File: config.mk
export PLATFORM = sky130hd
export DESIGN_NAME = display_scan_controller
export DESIGN_NICKNAME = d
export VERILOG_FILES = /design/src/rtl/display_pkg.sv /design/src/rtl/display_slot_timer.sv /design/src/rtl/display_scan_controller.sv
export SDC_FILE = /design/constraint.sdc
export NUM_CORES = 1
export LEC_CHECK = 0
export ABC_AREA = 1
export CAP_MARGIN = 20
export CORE_MARGIN = 1
export CORE_UTILIZATION = 55
export DETAILED_ROUTE_END_ITERATION = 8
export PLACE_DENSITY = 0.77
export SLEW_MARGIN = 25
export SYNTH_ARGS = -nofsm -noshare
export SYNTH_HDL_FRONTEND = slang
export SYNTH_SLANG_ARGS = --single-unit
export TNS_END_PERCENT = 100
File: constraint.sdc
create_clock -name clk -period 1.8 [get_ports clk]
set_input_delay 0.27 -clock clk [delete_from_list [all_inputs] [get_ports clk]]
set_output_delay 0.27 -clock clk [all_outputs]
set_load 0.02 [all_outputs]
File: src/rtl/display_pkg.sv
// Shared types and sizing for the multiplexed seven-segment scan controller.
package display_pkg;

   localparam int NUM_DIGITS = 4;
   localparam int DIGIT_W    = 4;
   localparam int IDX_W      = $clog2(NUM_DIGITS);

   typedef enum logic {
      GUARD = 1'b0,
      DRIVE = 1'b1
   } scan_state_t;

endpackage

File: src/rtl/display_slot_timer.sv
// Per-digit slot counter: strobes the end of the anode dead time and the end of the slot.
module display_slot_timer
   import display_pkg::*;
#(
   parameter int SLOT_CYCLES  = 50000,
   parameter int GUARD_CYCLES = 500
) (
   input  logic clk,
   input  logic rst_n,
   input  logic en,
   output logic guard_done,
   output logic slot_done
);

   localparam int CW = (SLOT_CYCLES > 1) ? $clog2(SLOT_CYCLES) : 1;

   logic [CW-1:0] cnt_q;

   // Disabling holds the counter at zero so scanning resumes at a clean slot start.
   always_ff @(posedge clk or negedge rst_n) begin
      if (!rst_n) begin
         cnt_q <= '0;
      end else if (!en || slot_done) begin
         cnt_q <= '0;
      end else begin
         cnt_q <= cnt_q + CW'(1);
      end
   end

   assign guard_done = en && (cnt_q == CW'(GUARD_CYCLES - 1));
   assign slot_done  = en && (cnt_q == CW'(SLOT_CYCLES - 1));

endmodule

File: src/rtl/display_scan_controller.sv
// Four-digit display scanner with guard-banded anodes, blanking and a frame-synchronous shadow register.
module display_scan_controller
   import display_pkg::*;
#(
   parameter int SLOT_CYCLES  = 50000,
   parameter int GUARD_CYCLES = 500
) (
   input  logic                          clk,
   input  logic                          rst_n,
   input  logic                          en,
   input  logic                          load_valid,
   input  logic [NUM_DIGITS*DIGIT_W-1:0] load_data,
   input  logic                          load_mode,
   input  logic                          load_lzb,
   output logic                          load_ready,
   output logic [DIGIT_W-1:0]            digit_value,
   output logic                          digit_mode,
   output logic [NUM_DIGITS-1:0]         an,
   output logic [IDX_W-1:0]              digit_idx,
   output logic                          frame_tick
);

   scan_state_t                   state_q, state_d;
   logic                          guard_done, slot_done;
   logic [IDX_W-1:0]              idx_q;
   logic [NUM_DIGITS*DIGIT_W-1:0] act_data, shd_data;
   logic                          act_mode, act_lzb, shd_mode, shd_lzb, shd_full;
   logic                          accept, commit, blank;
   logic [NUM_DIGITS-1:0]         lz_mask;

   display_slot_timer #(
      .SLOT_CYCLES (SLOT_CYCLES),
      .GUARD_CYCLES(GUARD_CYCLES)
   ) u_timer (
      .clk       (clk),
      .rst_n     (rst_n),
      .en        (en),
      .guard_done(guard_done),
      .slot_done (slot_done)
   );

   assign frame_tick = slot_done && (idx_q == IDX_W'(NUM_DIGITS - 1));
   assign load_ready = !shd_full;
   assign accept     = load_valid && load_ready;
   // With the scan stopped there is no tearing to avoid, so a pending word commits at once.
   assign commit     = shd_full && (frame_tick || !en);

   always_ff @(posedge clk or negedge rst_n) begin
      if (!rst_n) begin
         state_q <= GUARD;
      end else begin
         state_q <= state_d;
      end
   end

   always_comb begin
      state_d = state_q;
      if (!en) begin
         state_d = GUARD;
      end else begin
         case (state_q)
            GUARD:   if (guard_done) state_d = DRIVE;
            DRIVE:   if (slot_done)  state_d = GUARD;
            default: state_d = GUARD;
         endcase
      end
   end

   always_ff @(posedge clk or negedge rst_n) begin
      if (!rst_n) begin
         idx_q <= '0;
      end else if (!en) begin
         idx_q <= '0;
      end else if (slot_done) begin
         idx_q <= idx_q + IDX_W'(1);
      end
   end

   always_ff @(posedge clk or negedge rst_n) begin
      if (!rst_n) begin
         shd_data <= '0;
         shd_mode <= 1'b0;
         shd_lzb  <= 1'b0;
         shd_full <= 1'b0;
         act_data <= '0;
         act_mode <= 1'b0;
         act_lzb  <= 1'b0;
      end else begin
         if (commit) begin
            act_data <= shd_data;
            act_mode <= shd_mode;
            act_lzb  <= shd_lzb;
            shd_full <= 1'b0;
         end
         if (accept) begin
            shd_data <= load_data;
            shd_mode <= load_mode;
            shd_lzb  <= load_lzb;
            shd_full <= 1'b1;
         end
      end
   end

   assign digit_idx   = idx_q;
   assign digit_value = act_data[idx_q*DIGIT_W +: DIGIT_W];
   assign digit_mode  = act_mode;

   // lz_mask[i] is set when digit i and every digit above it are zero.
   always_comb begin
      logic run;
      run     = 1'b1;
      lz_mask = '0;
      for (int i = NUM_DIGITS - 1; i >= 0; i--) begin
         run        = run && (act_data[i*DIGIT_W +: DIGIT_W] == '0);
         lz_mask[i] = run;
      end
   end

   always_comb begin
      blank = 1'b0;
      if (act_lzb && (idx_q != '0) && lz_mask[idx_q]) blank = 1'b1;
      if (!act_mode && (digit_value > DIGIT_W'(9)))   blank = 1'b1;
   end

   always_comb begin
      an = '1;
      if (en && (state_q == DRIVE) && !blank) an[idx_q] = 1'b0;
   end

endmodule

==> impl_metrics.toml <==
[timing]
final.min_clock_period_ps = 1860
slew_margin_rel = 0.803
timing.final.crit_share = 1.04
achievable-frequency_ghz = 0.537
max_slew_violation_count = 0
tightestPinTransition_ps = 293
setup_viol = 5
clock_skew_ps = 8.21
report.final.hold_viol_count = 0
fin_ws_ps = -63.2
unrepaired_setup_endpoints_after_global_routing = "true"

[yosys]
synth-edff-count = 0
synth_cell_types = 30
postSynthNetCount = 337
synthArstFlopShare = 1.00
netlist_instances = 310
yosys_warn_count = 0
synth.cell_area_sq_um = 2770
post_synth.cell_area_avg_sq_um = 8.94
flip_flop_and_latch_count_after_synthesis = 56
synth_seq_area_share = 0.505
most_used_dff_post_synth = "sky130_fd_sc_hd__dfrtp_1"

[power]
total_leakage_power_nw = 1.78
combPwrFrac = 0.320
p_total_w = 0.00351
netSwitchingPower_w = 0.00113
p_int_w = 0.00238
power_density_of_the_placed_cells_nw_per_um2 = 954
power.share.sequential = 0.474
vdd_drop_max_mv = 0.659
switching_share = 0.322
power.share.clock = 0.206

[global_routing]
grt_usage = 0.264
grt_start_max_net_pins = 57
grt_first_pass_wirelength_um = 10600
grt_antenna_before_repair = 0
vias_in_the_first_global_route = 2355
grt_remaining_overflow = 0

[critical_path]
regToRegSetupSlack_ps = 140
critical_path.max_fanout = 4
required_ps = 1530
critPathCaptureType = "output port"
path_class = "register to output port"
cp_data_arrival_time_ps = 1590
critPathLaunchType = "register"

[place]
finalWeightedCongestion = 0.856
port_buffers = 34
post-dp-hpwl_um = 4610
post-place-ws_ps = -237

[floorplan]
core_sq_um = 4790
num_io_pins = 35
floorplan.initialDensity = 0.579
die_w_um = 73
floorplan.rows = 25
die_area_sq_um = 5330
fp.dieH_um = 73

[route]
route.final.wire_length_um = 6190
vias = 2371
first_iteration_detailed_routing_drc_count = 147
route.antenna.remaining_nets = 0
wire_per_inst_um = 13.4
post-route-drc-count = 0
firstDrtPassIters = 4
drt-vias-per-instance = 5.14

[finish]
synthToLayoutAreaGrowth_pct = 32.5
insertedDiodeCount = 0
final_layout_size_suffix_gt1_frac = 0.312
nets = 420
layout.filler_cells = 361
area_taken_by_multi_input_logic_gates_sq_um = 1250
register_area_sq_um = 1400

[flow_run]
cap_viol_max_count = 0

[clock_tree]
clock_path_buffers = 2
clkTransAtPathRegs_ps = 100
number_of_cts_inserted_buffers = 5
cts.htree.levels = 2
tritoncts_sinks = 56
clk_root_buffer_cell = "sky130_fd_sc_hd__clkbuf_8"
insertion_delay_ps = 310
tritoncts = "done"

[outcome]
failing_checks = "setup timing"
outcome = "finished with violations"

[min_path]
hp-class = "input port to asynchronous set/reset pin"
==> what timing repair did <==
item | 4_1_cts | 5_1_grt
gates resized for setup | 51 | 23
pin swaps | 4 | 4
hold buffers | 1 | 0
hold endpoints to repair | 56 | 0
setup buffers | 1 | 1
setup endpoints to repair | 9 | 30
==> sequential cells by signal, indices dropped and copies added, names as in the netlist <==
name	count
shd_data	16
shd_full	1
shd_lzb	1
digit_mode	1
u_timer.cnt_q	16
act_data	16
shd_mode	1
digit_idx	2
state_q	1
act_lzb	1
==> Yosys cell counts (2+ instances only) <==
master,instances,share of area
sky130_fd_sc_hd__nand2_1,81,0.11
sky130_fd_sc_hd__dfrtp_1,56,0.51
sky130_fd_sc_hd__nor2_1,40,0.054
sky130_fd_sc_hd__inv_1,22,0.030
sky130_fd_sc_hd__nand3_1,21,0.038
sky130_fd_sc_hd__mux2_2,18,0.073
sky130_fd_sc_hd__nand3_2,10,0.036
sky130_fd_sc_hd__nand4_1,8,0.018
sky130_fd_sc_hd__nor3_1,7,0.013
sky130_fd_sc_hd__o21ai_0,7,0.013
sky130_fd_sc_hd__a21oi_1,6,0.011
sky130_fd_sc_hd__ha_1,5,0.023
sky130_fd_sc_hd__buf_2,3,0.0054
sky130_fd_sc_hd__clkbuf_1,3,0.0041
sky130_fd_sc_hd__nand2_2,3,0.0068
sky130_fd_sc_hd__xor2_1,3,0.0095
sky130_fd_sc_hd__buf_4,2,0.0054
sky130_fd_sc_hd__inv_2,2,0.0027
sky130_fd_sc_hd__nor3b_1,2,0.0054
==> power by group through the flow <==
stage	combinational [W]	clock, W	sequential, W
after floorplan	0.000524	0	0.00166
after global placement	0.00100	0	0.00167
after detailed placement	0.00103	0	0.00168
after CTS	0.00104	0.000736	0.00166
after global routing	0.00123	0.000786	0.00169
final	0.00112	0.000722	0.00166
==> logic make-up (layout without fill, tap and decap cells) <==
logic type	count (synthesis)	in the layout	share of synthesized area
AND/OR/NAND/NOR	174	174	0.285
flip-flops	56	56	0.505
buffers and inverters	34	118	0.0587
AO/OA/AOI/OAI	19	19	0.0424
multiplexers	18	18	0.0731
XOR/XNOR	4	4	0.0126
adder cells (fa/ha/maj)	5	5	0.0226
==> stage by stage <==
step | setup TNS (ps) | util | instances | hold WS [ps] | cell area, sq um
after floorplan | 0 | - | 310 | -25.6 | 2770
after global placement | -869 | 0.732 | 450 | 287 | 3500
after detailed placement | -1360 | 0.732 | 450 | 294 | 3500
after CTS | -207 | 0.754 | 460 | 495 | 3610
after global routing | -805 | 0.768 | 461 | 502 | 3670
final | -209 | 0.768 | 461 | 484 | 3670
==> worst max-delay path, stage by stage, from the launching register on <==
cell	delay, ps
sky130_fd_sc_hd__dfrtp_2	390
sky130_fd_sc_hd__inv_2	60
sky130_fd_sc_hd__ha_2	190
sky130_fd_sc_hd__nor2_1	90
sky130_fd_sc_hd__nand4_1	110
sky130_fd_sc_hd__nor2_2	110
sky130_fd_sc_hd__nand2_2	80
sky130_fd_sc_hd__nand4_1	120
sky130_fd_sc_hd__buf_4	150
==> final cells by class <==
type	instances	share of cell area
sequential	56	0.382
inverter	24	0.0245
clock inverter	2	0.00409
tap	67	0.0228
multi-input combinational	220	0.341
clock buffer	6	0.0225
timing repair buffer	86	0.204
==> layout by cell type, fill, tap and decap left out, types with 9 or more instances in the layout <==
cell and instances:
sky130_fd_sc_hd__buf_4 50, sky130_fd_sc_hd__clkdlybuf4s50_1 23, sky130_fd_sc_hd__dfrtp_1 55, sky130_fd_sc_hd__inv_1 17, sky130_fd_sc_hd__mux2_2 18, sky130_fd_sc_hd__nand2_1 74, sky130_fd_sc_hd__nand2_2 9, sky130_fd_sc_hd__nand3_1 19
sky130_fd_sc_hd__nand3_2 12, sky130_fd_sc_hd__nor2_1 38
==> final timing paths <==
| kind | end | depth (start not counted) | from |
|---|---|---|---|
| worst max-delay path | an[0] | 8 | digit_idx[0]$_DFFE_PN0N_ |
| worst min-delay path | u_timer.cnt_q[8]$_DFF_PN0_ | 3 | rst_n |
| worst max register to register | act_data[5]$_DFFE_PN0P_ | 9 | u_timer.cnt_q[0]$_DFF_PN0_ |
| worst min register to register | act_data[6]$_DFFE_PN0P_ | 2 | shd_data[6]$_DFFE_PN0P_ |
| max in group asynchronous | digit_idx[0]$_DFFE_PN0N_ | 3 | rst_n |
| min in group clk | act_data[6]$_DFFE_PN0P_ | 2 | shd_data[6]$_DFFE_PN0P_ |
==> per-layer routing <==
| layer | vias to the layer above | track usage | wire length [um] |
|---|---|---|---|
| li1 | 1175 | - | - |
| met1 | 1122 | 0.321 | 2600 |
| met2 | 59 | 0.462 | 3220 |
| met3 | 15 | 0.0497 | 215 |
| met4 | 0 | 0.100 | 153 |
| met5 | - | 0 | 0 |
Note: power is estimated with default switching activity, not from simulation.
